File: src/rtl/cache_pkg.sv
// Shared constants and state encoding for the cache-to-memory line adaptor.
package cache_pkg;

  localparam int ADDR_W      = 32;
  localparam int LINE_W      = 256;
  localparam int BEAT_W      = 64;
  localparam int BEATS       = LINE_W / BEAT_W;
  localparam int offset_bits = 5;

  typedef enum logic [1:0] {
    IDLE     = 2'd0,
    RD_BURST = 2'd1,
    WR_BURST = 2'd2,
    DONE     = 2'd3
  } adaptor_state_e;

endpackage

File: src/rtl/cacheline_adaptor_if.sv
// Bundles the cache-side line port and the memory-side burst port of the adaptor.
interface cacheline_adaptor_if #(
  parameter int LINE_W = cache_pkg::LINE_W,
  parameter int BEAT_W = cache_pkg::BEAT_W
);

  logic              pmem_read;
  logic              pmem_write;
  logic [31:0]       pmem_address;
  logic [LINE_W-1:0] pmem_wdata;
  logic [LINE_W-1:0] pmem_rdata;
  logic              pmem_resp;

  logic [31:0]       address_o;
  logic              read_o;
  logic              write_o;
  logic [BEAT_W-1:0] burst_o;
  logic [BEAT_W-1:0] burst_i;
  logic              resp_i;

  // Adaptor view.
  modport slave (
    input  pmem_read, pmem_write, pmem_address, pmem_wdata, burst_i, resp_i,
    output pmem_rdata, pmem_resp, address_o, read_o, write_o, burst_o
  );

  // Environment view: cache plus memory.
  modport master (
    output pmem_read, pmem_write, pmem_address, pmem_wdata, burst_i, resp_i,
    input  pmem_rdata, pmem_resp, address_o, read_o, write_o, burst_o
  );

endinterface

File: src/rtl/line_beat_buffer.sv
// One cache line of storage: whole-line load for writeback, per-beat write for
// fill, and a per-beat read mux feeding the memory write data.
module line_beat_buffer #(
  parameter int LINE_W = cache_pkg::LINE_W,
  parameter int BEAT_W = cache_pkg::BEAT_W,
  parameter int IDX_W  = $clog2(LINE_W / BEAT_W)
) (
  input  logic              clk,
  input  logic              rst,
  input  logic              load,
  input  logic [LINE_W-1:0] load_data,
  input  logic              beat_we,
  input  logic [IDX_W-1:0]  beat_idx,
  input  logic [BEAT_W-1:0] beat_wdata,
  output logic [BEAT_W-1:0] beat_rdata,
  output logic [LINE_W-1:0] line_q
);

  logic [LINE_W-1:0] buf_q;

  // NOTE: the line buffer is reset even though it is storage, because the
  // cache sees it directly on pmem_rdata and that must read zero out of reset.
  // NOTE: sequential state uses non-blocking assignments so every register
  // samples pre-edge values regardless of process ordering.
  always_ff @(posedge clk or posedge rst) begin
    if (rst) begin
      buf_q <= '0;
    end else if (load) begin
      buf_q <= load_data;
    end else if (beat_we) begin
      buf_q[BEAT_W*int'(beat_idx) +: BEAT_W] <= beat_wdata;
    end
  end

  assign beat_rdata = buf_q[BEAT_W*int'(beat_idx) +: BEAT_W];
  assign line_q     = buf_q;

endmodule

File: src/rtl/cacheline_adaptor.sv
// Turns single 256-bit line transfers from the cache into 4-beat 64-bit bursts
// toward memory, gathering fills and serialising writebacks.
module cacheline_adaptor #(
  parameter int LINE_W = cache_pkg::LINE_W,
  parameter int BEAT_W = cache_pkg::BEAT_W
) (
  input  logic                clk,
  input  logic                rst,
  cacheline_adaptor_if.slave  bus
);

  import cache_pkg::*;

  localparam int CNT_W = $clog2(LINE_W / BEAT_W);
  localparam logic [CNT_W-1:0] LAST_BEAT = CNT_W'((LINE_W / BEAT_W) - 1);
  localparam logic [31:0] ADDR_MASK = ~32'((2 ** offset_bits) - 1);

  adaptor_state_e    state_q, state_d;
  logic [CNT_W-1:0]  cnt_q, cnt_d;
  logic [31:0]       addr_q, addr_d;

  logic              buf_load;
  logic              beat_we;
  logic [BEAT_W-1:0] beat_rdata;
  logic [LINE_W-1:0] line_q;

  always_ff @(posedge clk or posedge rst) begin
    if (rst) begin
      state_q <= IDLE;
      cnt_q   <= '0;
      addr_q  <= '0;
    end else begin
      state_q <= state_d;
      cnt_q   <= cnt_d;
      addr_q  <= addr_d;
    end
  end

  // NOTE: every signal written here gets a default first, so no path through
  // the case statement can leave one unassigned and infer a latch.
  always_comb begin
    state_d      = state_q;
    cnt_d        = cnt_q;
    addr_d       = addr_q;
    buf_load     = 1'b0;
    beat_we      = 1'b0;
    bus.read_o    = 1'b0;
    bus.write_o   = 1'b0;
    bus.pmem_resp = 1'b0;

    unique case (state_q)
      IDLE: begin
        // Writeback wins so a dirty victim leaves before its replacement arrives.
        if (bus.pmem_write) begin
          addr_d   = bus.pmem_address;
          cnt_d    = '0;
          buf_load = 1'b1;
          state_d  = WR_BURST;
        end else if (bus.pmem_read) begin
          addr_d  = bus.pmem_address;
          cnt_d   = '0;
          state_d = RD_BURST;
        end
      end
      RD_BURST: begin
        bus.read_o = 1'b1;
        if (bus.resp_i) begin
          beat_we = 1'b1;
          cnt_d   = cnt_q + 1'b1;
          if (cnt_q == LAST_BEAT) state_d = DONE;
        end
      end
      WR_BURST: begin
        bus.write_o = 1'b1;
        if (bus.resp_i) begin
          cnt_d = cnt_q + 1'b1;
          if (cnt_q == LAST_BEAT) state_d = DONE;
        end
      end
      DONE: begin
        bus.pmem_resp = 1'b1;
        state_d       = IDLE;
      end
      default: state_d = IDLE;
    endcase
  end

  line_beat_buffer #(
    .LINE_W (LINE_W),
    .BEAT_W (BEAT_W),
    .IDX_W  (CNT_W)
  ) u_buf (
    .clk        (clk),
    .rst        (rst),
    .load       (buf_load),
    .load_data  (bus.pmem_wdata),
    .beat_we    (beat_we),
    .beat_idx   (cnt_q),
    .beat_wdata (bus.burst_i),
    .beat_rdata (beat_rdata),
    .line_q     (line_q)
  );

  // Write data is only presented while a writeback burst is in flight.
  assign bus.burst_o    = (state_q == WR_BURST) ? beat_rdata : '0;
  assign bus.address_o  = addr_q & ADDR_MASK;
  assign bus.pmem_rdata = line_q;

endmodule

File: src/flat_wrapper.sv
// flat-port wrapper written by rule: the top's interface ports become plain ports
module cacheline_adaptor_flat import cache_pkg::*;
#(
  parameter int LINE_W = cache_pkg::LINE_W,
  parameter int BEAT_W = cache_pkg::BEAT_W
)
  (clk, rst, bus_pmem_read, bus_pmem_write, bus_pmem_address, bus_pmem_wdata, bus_burst_i, bus_resp_i, bus_pmem_rdata, bus_pmem_resp, bus_address_o, bus_read_o, bus_write_o, bus_burst_o);
  cacheline_adaptor_if #(.LINE_W(LINE_W), .BEAT_W(BEAT_W)) bus_i ();
  input  logic clk;
  input  logic rst;
  input wire logic [$bits(bus_i.pmem_read)-1:0] bus_pmem_read;
  input wire logic [$bits(bus_i.pmem_write)-1:0] bus_pmem_write;
  input wire logic [$bits(bus_i.pmem_address)-1:0] bus_pmem_address;
  input wire logic [$bits(bus_i.pmem_wdata)-1:0] bus_pmem_wdata;
  input wire logic [$bits(bus_i.burst_i)-1:0] bus_burst_i;
  input wire logic [$bits(bus_i.resp_i)-1:0] bus_resp_i;
  output wire logic [$bits(bus_i.pmem_rdata)-1:0] bus_pmem_rdata;
  output wire logic [$bits(bus_i.pmem_resp)-1:0] bus_pmem_resp;
  output wire logic [$bits(bus_i.address_o)-1:0] bus_address_o;
  output wire logic [$bits(bus_i.read_o)-1:0] bus_read_o;
  output wire logic [$bits(bus_i.write_o)-1:0] bus_write_o;
  output wire logic [$bits(bus_i.burst_o)-1:0] bus_burst_o;
  assign bus_i.pmem_read = bus_pmem_read;
  assign bus_i.pmem_write = bus_pmem_write;
  assign bus_i.pmem_address = bus_pmem_address;
  assign bus_i.pmem_wdata = bus_pmem_wdata;
  assign bus_i.burst_i = bus_burst_i;
  assign bus_i.resp_i = bus_resp_i;
  assign bus_pmem_rdata = bus_i.pmem_rdata;
  assign bus_pmem_resp = bus_i.pmem_resp;
  assign bus_address_o = bus_i.address_o;
  assign bus_read_o = bus_i.read_o;
  assign bus_write_o = bus_i.write_o;
  assign bus_burst_o = bus_i.burst_o;
  cacheline_adaptor #(.LINE_W(LINE_W), .BEAT_W(BEAT_W)) u_core (.clk(clk), .rst(rst), .bus(bus_i));
endmodule
File: config.mk
export PLATFORM = sky130hd
export DESIGN_NAME = cacheline_adaptor_flat
export DESIGN_NICKNAME = d
export VERILOG_FILES = /design/src/rtl/cache_pkg.sv /design/src/rtl/cacheline_adaptor_if.sv /design/src/rtl/line_beat_buffer.sv /design/src/rtl/cacheline_adaptor.sv /design/src/flat_wrapper.sv
export SDC_FILE = /design/constraint.sdc
export NUM_CORES = 1
export LEC_CHECK = 0
export BUFFER_PORTS_ARGS = -buffer_cell sky130_fd_sc_hd__buf_4
export CAP_MARGIN = 20
export CORE_AREA = 2 2 281 283
export CTS_CLUSTER_SIZE = 25
export DETAILED_ROUTE_END_ITERATION = 10
export DIE_AREA = 0 0 283 285
export GPL_ROUTABILITY_DRIVEN = 0
export GPL_TIMING_DRIVEN = 0
export MAX_ROUTING_LAYER = met4
export PLACE_DENSITY = 0.51
export SETUP_SLACK_MARGIN = 0.02
export SLEW_MARGIN = 25
export SYNTH_ARGS = -nofsm -noshare
export SYNTH_HDL_FRONTEND = slang
export SYNTH_SLANG_ARGS = --single-unit
File: constraint.sdc
create_clock -name clk -period 24.6 [get_ports clk]
set_input_delay 2.46 -clock clk [delete_from_list [all_inputs] [get_ports clk]]
set_output_delay 2.46 -clock clk [all_outputs]
set_load 0.005 [all_outputs]
==> results of run 1 <==
[worst max-delay path: cells and delay by family (launching register included)]
kind,cells,cell delay (ns)
buffers and inverters,4,1.37
adder cells (fa/ha/maj),1,0.40
AND/OR/NAND/NOR,1,0.24
flip-flops,1,0.41
[placed cells by master (no fill, tap or decap), types with 3 or more instances in the layout]
cell type	instances
clkbuf_16	37
clkinv_2	5
dfrtp_1	287
a22oi_1	222
o21ai_0	165
nand3_1	32
o21ai_2	3
diode_2	7
mux2_2	29
a21o_1	34
buf_2	54
clkbuf_1	58
conb_1	5
mux4_2	64
clkbuf_8	7
and2_1	65
o21ai_1	58
nor3b_1	3
inv_1	4
buf_4	712
buf_6	11
nand2_1	69
ha_1	10
a32oi_4	3
a22o_1	34
buf_16	5
[power breakdown]
group	total (W)	internal [W]	switching, W
Sequential	0.000918	0.000693	0.000225
Clock	0.000547	0.000319	0.000228
Combinational	0.00141	0.000716	0.000696
Total	0.00288	0.00173	0.00115
[synthesized netlist by cell type (all sizes together)]
| library cell | instances |
|---|---|
| dfrtp | 287 |
| o21ai | 226 |
| a22oi | 222 |
| buf | 72 |
| nand2 | 70 |
| and2 | 65 |
| mux4 | 64 |
| clkbuf | 54 |
| a21o | 34 |
| a22o | 34 |
| nand3 | 32 |
| mux2 | 29 |
| ha | 10 |
| inv | 6 |
| a32oi | 4 |
| nor3b | 3 |
| nand4 | 2 |
| a21boi | 1 |
| a21oi | 1 |
| and3b | 1 |
| and4 | 1 |
| conb | 1 |
| nand2b | 1 |
| nor2 | 1 |
| nor2b | 1 |
| o311ai | 1 |
| o31ai | 1 |
| or4 | 1 |
[kinds of logic after synthesis]
| group | count (synthesis) | share of synthesized area |
|---|---|---|
| buf+inv | 132 | 0.04603 |
| compound gates | 524 | 0.2449 |
| simple gates | 178 | 0.06433 |
| mux | 93 | 0.1256 |
| fa+ha+maj | 10 | 0.008886 |
| other cells | 1 | 0.0002663 |
| flops | 287 | 0.5100 |
[metal layers]
layer	part of all wire	wire, um
met3	0.077	6253
met2	0.50	40710
met5	0	0
met4	0.029	2379
met1	0.40	32300
[per-stage QoR]
step           worst slack, ns  power, W
6_report                 19.12  0.002877
5_1_grt                  18.97  0.003042
4_1_cts                  18.99  0.002900
3_5_place_dp             19.62  0.002340
3_3_place_gp             10.25  0.002303
2_1_floorplan            14.22  0.001492
[flip-flops by register name, indices dropped and copies added (netlist names)]
signal	cells
u_core.addr_q	27
u_core.cnt_q	2
u_core.state_q	2
u_core.u_buf.line_q	256
[final cells by class]
cell class | count | area, um^2
Inverter | 6 | 30.03
Fill cell | 8261 | 55850
Antenna cell | 7 | 17.52
Buffer | 126 | 626.9
Multi-Input combinational cell | 810 | 6302
Timing Repair Buffer | 711 | 5456
Clock inverter | 13 | 151.4
Sequential cell | 287 | 7182
Clock buffer | 48 | 1037
Tap cell | 1050 | 1314
[worst paths after layout]
kind	startpoint	endpoint	depth (start not counted)
min	u_core.addr_q[21]	u_core.addr_q[21]	1
min reg2reg	u_core.addr_q[21]	u_core.addr_q[21]	1
max	u_core.state_q[0]	bus_burst_o[7]	6
max in group asynchronous	rst	u_core.u_buf.line_q[161]	4
max reg2reg	u_core.cnt_q[1]	u_core.u_buf.line_q[2]	10
min in group asynchronous	rst	u_core.u_buf.line_q[123]	2
==> results.yml, run 1 <==
status:
  status: "finished clean"
detailed_routing:
  drt-wirelength-per-cell_um: 26.70
  vias_per_cell: 4.802
  dr.pass1.iters: 5
  route.detailed.drc: 0
  vias: 14690
  ant_nets: 0
  drtIter0Drc: 1068
  wl_mm: 81.64
global_route:
  grt_max_degree: 93
  grt_pass1_vias: 15670
  antenna_found_initial: 4
  grtUsageMet2: 0.3345
  grt.total_usage: 0.2006
  busiest_layer: "met2"
  met3_usage: 0.04888
  grt_use_met1: 0.2392
  gr-total-overflow: 0
  grt_pass1_wl_mm: 115.3
clock_network:
  clkLatencyLatePin_ns: 0.56
  numCtsBuffers: 37
  post-cts-setup-buffer-count: 0
  cts_hold_buf: 0
  post_cts_resized: 0
  cts.sinks: 287
  clkTransAtPathRegs_ns: 0.06
  cts.path.max_buffers: 3
  cts_tree: "yes"
  htree_levels: 2
  root_buffer: "clkbuf_16"
synth:
  synth_seq_cells: 287
  synth_warnings: 0
  yosysTopAreaCellShare: 0.5100
  syn_area_per_cell_um2: 11.49
  synth_cells: 1225
  syn_area_mm2: 0.01408
  synth_cell_type_count: 35
  synth.area.top_cells: "dfrtp_1, a22oi_1, mux4_2"
  seq_area_frac_synth: 0.5100
  yosysTopAreaCell: "dfrtp_1"
cells_and_area:
  utilization: 0.2837
  nNetsFinal: 2346
  stdcell_count: 3058
  area_growth_pct: 57.07
  drive_gt1_frac: 0.4703
  final_area_mm2: 0.02212
pwr:
  ir_drop_mv: 0.05147
  power.density_mw_per_mm2: 130.1
  p_leak_nw: 10.52
setup_path:
  critPathCaptureType: "output pin"
  start_kind: "register"
  r2r_slack_ns: 21.22
  critPathKind: "register to output pin"
  slowest_delay_ns: 0.56
  worstPathCellList: "inv_1 -> ha_1 -> buf_2 -> clkbuf_1 -> and2_1 -> buf_4"
  cp_max_fo: 12
  cp.required_ns: 22.14
  cp.arrival_ns: 3.02
  crit_path_top_delay_cell: "buf_2"
sta:
  slew_violations: 0
  fin_crit_sh: 0.2227
  hold_ws_ns: 0.5060
  rsz0062_at_grt: "false"
  max_clock_freq_ghz: 0.1825
  post-route-min-period_ns: 5.479
  maxSlewHeadroom: 0.3646
  hold_viol: 0
  finalSetupTns_ns: 0
  setup_viol: 0
  skew_ns: 0.02136
  tightest_slew_ns: 0.9531
floorplan:
  rows: 103
  fp.dieW_um: 283
  dieArea_mm2: 0.08066
  boundaryPins: 712
  core_mm2: 0.07797
  die_h_um: 285
  start_util: 0.1806
place:
  dp.cells: 2990
  dp_hpwl_mm: 63.10
  port_buffers: 701
  dpl_cell_area_mm2: 0.02091
flow_run:
  cap_violations: 0
hold_path:
  hp-class: "register to register"
No activity file was read; power rests on OpenSTA's default activity.
==> inputs of run 2 (changes only) <==
- CORE_AREA: 2 2 281 283 -> 2 2 276 278
- DIE_AREA: 0 0 283 285 -> 0 0 278 280
- PLACE_DENSITY: 0.51 -> 0.52
- clock period: 24.6 -> 5.08 ns (I/O delays scaled with it)
==> results.yml, run 2 (synthesis gave the netlist of run 1 again) <==
detailed_routing:
  dr.pass1.iters: 5
  ant_nets: 0
  wl_met1_mm: 31.51
  wl_met2_mm: 39.11
  drtIter0Drc: 923
  wl_mm: 78.45
  vias: 14560
  drt-wirelength-per-cell_um: 26.19
  wl_met3_mm: 5.188
  top_layer: "met4"
  route.detailed.drc: 0
  vias_per_cell: 4.862
floorplan:
  core_mm2: 0.07519
  boundaryPins: 712
  start_util: 0.1873
  dieArea_mm2: 0.07784
  die_h_um: 280
  fp.dieW_um: 278
  rows: 101
clock_network:
  cts_tree: "yes"
  numCtsBuffers: 36
  clkTransAtPathRegs_ns: 0.06
  post_cts_resized: 0
  root_buffer: "clkbuf_16"
  htree_levels: 2
  cts.sinks: 287
  clkLatencyLatePin_ns: 0.55
  cts.path.max_buffers: 3
setup_path:
  start_kind: "register"
  worstReg2RegStart: "u_core.cnt_q[1]"
  r2r-end: "u_core.u_buf.line_q[89]"
  r2r_cells: 9
  crit_path_top_delay_cell: "a32oi_1"
  worstPathCellList: "buf_2 -> buf_2 -> inv_1 -> ha_1 -> a32oi_1 -> buf_2 -> buf_2 -> a22o_1 -> a21o_1"
  critPathCaptureType: "register"
  cpMostUsedCell: "buf_2"
  r2r_slack_ns: 1.29
  cp_max_fo: 10
  path_buf_inv: 5
  cp_top_family: "buffers and inverters"
  cp.required_ns: 5.57
  cp.arrival_ns: 4.28
  critPathKind: "register to register"
  slowest_delay_ns: 0.67
place:
  dp.cells: 2925
  dp_hpwl_mm: 61.39
  port_buffers: 701
cells_and_area:
  regArea_mm2: 0.007182
  area_growth_pct: 57.25
  fillers: 7847
  multiInputGateArea_mm2: 0.006291
  final_common_cell: "buf_4"
  nNetsFinal: 2353
  stdcell_count: 2995
  drive_gt1_frac: 0.4699
  final_cell_mix: "buf_4, dfrtp_1, a22oi_1, o21ai_0, nand2_1"
  largest_reg_flops: 256
sta:
  hold_ws_ns: 0.1662
  setup_viol: 0
  fin_crit_sh: 0.7463
  post-route-min-period_ns: 3.791
  max_clock_freq_ghz: 0.2638
  hold_viol: 0
  slew_violations: 0
  maxSlewHeadroom: 0.3447
  tightest_slew_ns: 0.9830
  rsz0062_at_grt: "false"
  skew_ns: 0.02378
pwr:
  p_leak_nw: 10.57
  ir_drop_mv: 0.2469
  power.density_mw_per_mm2: 622.6
  totalPowerFinal_w: 0.01378
global_route:
  antenna_found_initial: 4
  gr-total-overflow: 0
  grt_pass1_vias: 15350
  grt_pass1_wl_mm: 110.7
  grt.total_usage: 0.1993
  grt_max_degree: 31
hold_path:
  hp-start: "bus_burst_i[20]"
  hold_end: "u_core.u_buf.line_q[84]"
  hp-class: "input pin to register"
  min_path_cells: 2
flow_run:
  cap_violations: 0
status:
  status: "finished clean"
==> run 2: changes by cell type in the layout (fill, tap and decap cells not counted), sizes merged <==
cell / before / now
clkinv: 8 / 5
clkinvlp: 1 / 2
buf: 783 / 790
inv: 8 / 7
dlygate4sd3: 0 / 1
diode: 7 / 4
clkbuf: 102 / 109
==> run 2: stage by stage <==
stage	utilization	instance area (um^2)	TNS [ns]	setup WS, ns
2_1_floorplan	-	14100	0	0.7668
3_3_place_gp	0.2738	20590	-347.04	-1.290
4_1_cts	0.2943	22130	0	0.9857
3_5_place_dp	0.2784	20940	0	1.039
6_report	0.2945	22140	0	1.289
5_1_grt	0.2944	22140	0	0.9910
==> run 2: report_power, final <==
| group | leakage (nW) | internal, W | total (W) | switching [W] |
|---|---|---|---|---|
| logic | 6.41 | 0.00346 | 0.00674 | 0.00328 |
| clock network | 0.582 | 0.00156 | 0.00261 | 0.00105 |
| registers | 3.58 | 0.00336 | 0.00443 | 0.00107 |
==> run 2: what timing repair did <==
item | in CTS | in global routing
hold buffers | 1 | 0
endpoints found under the hold margin | 18 | 0
setup buffers | 0 | 0
==> run 2: how the worst max path moves through the flow <==
stage / from / endpoint / slack [ns] / depth (start not counted)
floorplan: rst / u_core.addr_q[10] / 0.77 / 1
global placement: rst / u_core.u_buf.line_q[33] / -1.29 / 2
detailed placement: u_core.cnt_q[1] / u_core.u_buf.line_q[96] / 1.04 / 9
CTS: u_core.cnt_q[1] / u_core.u_buf.line_q[96] / 0.99 / 9
global route: u_core.cnt_q[1] / u_core.u_buf.line_q[96] / 0.99 / 9
finish: u_core.cnt_q[1] / u_core.u_buf.line_q[89] / 1.29 / 9
==> run 2: area by class of cell <==
cell class                      count  share of cell area
Clock buffer                       55             0.04848
Timing Repair Buffer              719              0.2529
Inverter                            6            0.001187
Multi-Input combinational cell    810              0.2841
Antenna cell                        4           0.0004521
Clock inverter                     10            0.004973
Buffer                            126             0.02831
Tap cell                          978             0.05526
Sequential cell                   287              0.3243
==> run 2: worst register-to-register path: cells and delay by family (launching register included) <==
family	cells	cell delay, ns
adders and majority gates	1	0.23
buffers and inverters	5	1.98
AOI/OAI and AO/OA	3	0.98
DFF	1	0.53
==> run 2: layer usage <==
metal / global-route usage / vias to the layer above
met5: - / -
met4: 0.06805 / 0
met3: 0.04280 / 134
met2: 0.3335 / 748
met1: 0.2378 / 7461
li1: - / 6220
==> inputs of run 3 (changes only) <==
- CORE_AREA: 2 2 276 278 -> 2 2 280 282
- DIE_AREA: 0 0 278 280 -> 0 0 282 284
- clock period: 5.08 -> 3.1 ns (I/O delays scaled with it)
==> results.yml, run 3 (synthesis gave the netlist of run 1 again) <==
setup_path:
  critPathKind: "register to output pin"
  critPathCaptureType: "output pin"
  worstReg2RegStart: "u_core.cnt_q[1]"
  r2r_slack_ns: 0.21
  start_kind: "register"
  r2r-end: "u_core.u_buf.line_q[32]"
  cp_max_fo: 10
  cp.required_ns: 2.79
  cp.arrival_ns: 2.68
  r2r_cells: 10
pwr:
  p_comb_frac: 0.499
  p_sw_frac: 0.3964
  p_int_w: 0.01397
  p_leak_nw: 11.58
  power.density_mw_per_mm2: 940.2
  totalPowerFinal_w: 0.02314
  ir_drop_mv: 0.4410
  power.share.clock: 0.186
  power.switching_w: 0.009174
  pwr-share-seq: 0.315
floorplan:
  fp.dieW_um: 282
  dieArea_mm2: 0.08009
  rows: 102
  boundaryPins: 712
  start_util: 0.1830
  die_h_um: 284
  core_mm2: 0.07696
sta:
  maxSlewHeadroom: 0.3559
  hold_viol: 0
  setup_viol: 0
  hold_ws_ns: 0.02986
  fin_crit_sh: 0.9631
  max_clock_freq_ghz: 0.3349
  tightest_slew_ns: 0.9662
  setup_ws_ns: 0.1144
  slew_violations: 0
  skew_ns: 0.01439
  post-route-min-period_ns: 2.986
  rsz0062_at_grt: "false"
  finalSetupTns_ns: 0
global_route:
  grt.total_usage: 0.2057
  antenna_found_initial: 4
  grt_max_degree: 32
  grt_pass1_wl_mm: 117.7
  grt_pass1_vias: 16820
  gr-total-overflow: 0
clock_network:
  numCtsBuffers: 37
  clkTransAtPathRegs_ns: 0.06
  cts_tree: "yes"
  cts.sinks: 287
  clkLatencyLatePin_ns: 0.54
  root_buffer: "clkbuf_16"
  htree_levels: 2
  cts.path.max_buffers: 3
hold_path:
  hp-start: "bus_pmem_wdata[224]"
  hp-class: "input pin to register"
  hold_end: "u_core.u_buf.line_q[224]"
  min_path_cells: 3
place:
  dp_hpwl_mm: 63.16
  port_buffers: 701
  dp_slack_ns: -0.7814
cells_and_area:
  final_cell_mix: "buf_4, dfrtp_1, dlygate4sd3_1, a22oi_1, o21ai_0"
  utilization: 0.3199
  area_growth_pct: 74.83
  drive_gt1_frac: 0.4283
  largest_reg_flops: 256
  final_common_cell: "buf_4"
  fillers: 7903
  nNetsFinal: 2587
status:
  status: "finished clean"
detailed_routing:
  drtIter0Drc: 955
  ant_nets: 0
  drt-wirelength-per-cell_um: 25.26
  vias: 15520
  vias_per_cell: 4.720
  wl_mm: 83.05
  dr.pass1.iters: 7
  route.detailed.drc: 0
flow_run:
  cap_violations: 0
[run 3: changes by cell type in the layout (fill, tap and decap cells not counted), moves of 2 or more]
| cell | before | now |
|---|---|---|
| buf_2 | 54 | 41 |
| buf_12 | 8 | 10 |
| dlygate4sd3_1 | 1 | 231 |
| clkbuf_1 | 64 | 54 |
| buf_4 | 713 | 726 |
| clkbuf_4 | 0 | 4 |
| clkbuf_2 | 0 | 6 |
| clkbuf_16 | 37 | 39 |
[run 3: stage by stage]
step                      instance area, um^2  instances
after floorplan                         14100       1229
after global placement                  20660       2970
after detailed placement                21010       2986
after CTS                               24590       3284
after global routing                    24610       3284
final                                   24620       3288
[run 3: power by group through the flow]
stage	logic, W	registers [W]	clock network (W)
after floorplan	0.00506	0.00678	0
after global placement	0.0110	0.00719	0
after detailed placement	0.0113	0.00725	0
after CTS	0.0116	0.00723	0.00440
after global routing	0.0124	0.00744	0.00455
final	0.0116	0.00729	0.00430
[run 3: critical path: stages (launching register included)]
cell and delay (ns):
dfrtp_1 0.38, buf_4 0.21, buf_4 0.42, buf_4 0.34, mux4_2 0.42, and2_1 0.19, buf_4 0.13
[run 3: layout make-up]
type	instances	area (um^2)	area share
flip-flops and latches	287	7183	0.2918
plain buffers	125	670.6	0.02724
clock buffers	53	1099	0.04462
clock inverters	10	87.58	0.003558
multi-input cells	810	6311	0.2564
inverters	6	26.28	0.001067
diodes	4	10.01	0.0004066
repair buffers	953	7929	0.3221
well taps	1040	1301	0.05286
[run 3: worst max path at each step]
stage,start,end,slack [ns],cells after the start
finish,u_core.cnt_q[0],bus_burst_o[43],0.11,6
global route,u_core.cnt_q[1],u_core.u_buf.line_q[22],0.03,9
CTS,u_core.cnt_q[0],bus_burst_o[60],0.02,6
detailed placement,u_core.cnt_q[1],u_core.u_buf.line_q[32],-0.78,9
global placement,rst,u_core.u_buf.line_q[161],-3.04,2
floorplan,rst,u_core.addr_q[10],-1.02,1
[run 3: layer usage]
metal  GRT usage  part of all wire  routed length (um)
met5           -                 0                   0
met1      0.2501              0.41               33910
met2      0.3378              0.49               40720
met3     0.03351             0.061                5091
met4     0.08364             0.040                3334
[run 3: repair_timing]
item | 4_1_cts | 5_1_grt
hold buffers | 231 | 0
gates resized for setup | 18 | 8
endpoints found under the setup margin | 298 | 47
pin swaps | 2 | 0
endpoints found under the hold margin | 239 | 0
buffers inserted | 5 | 0
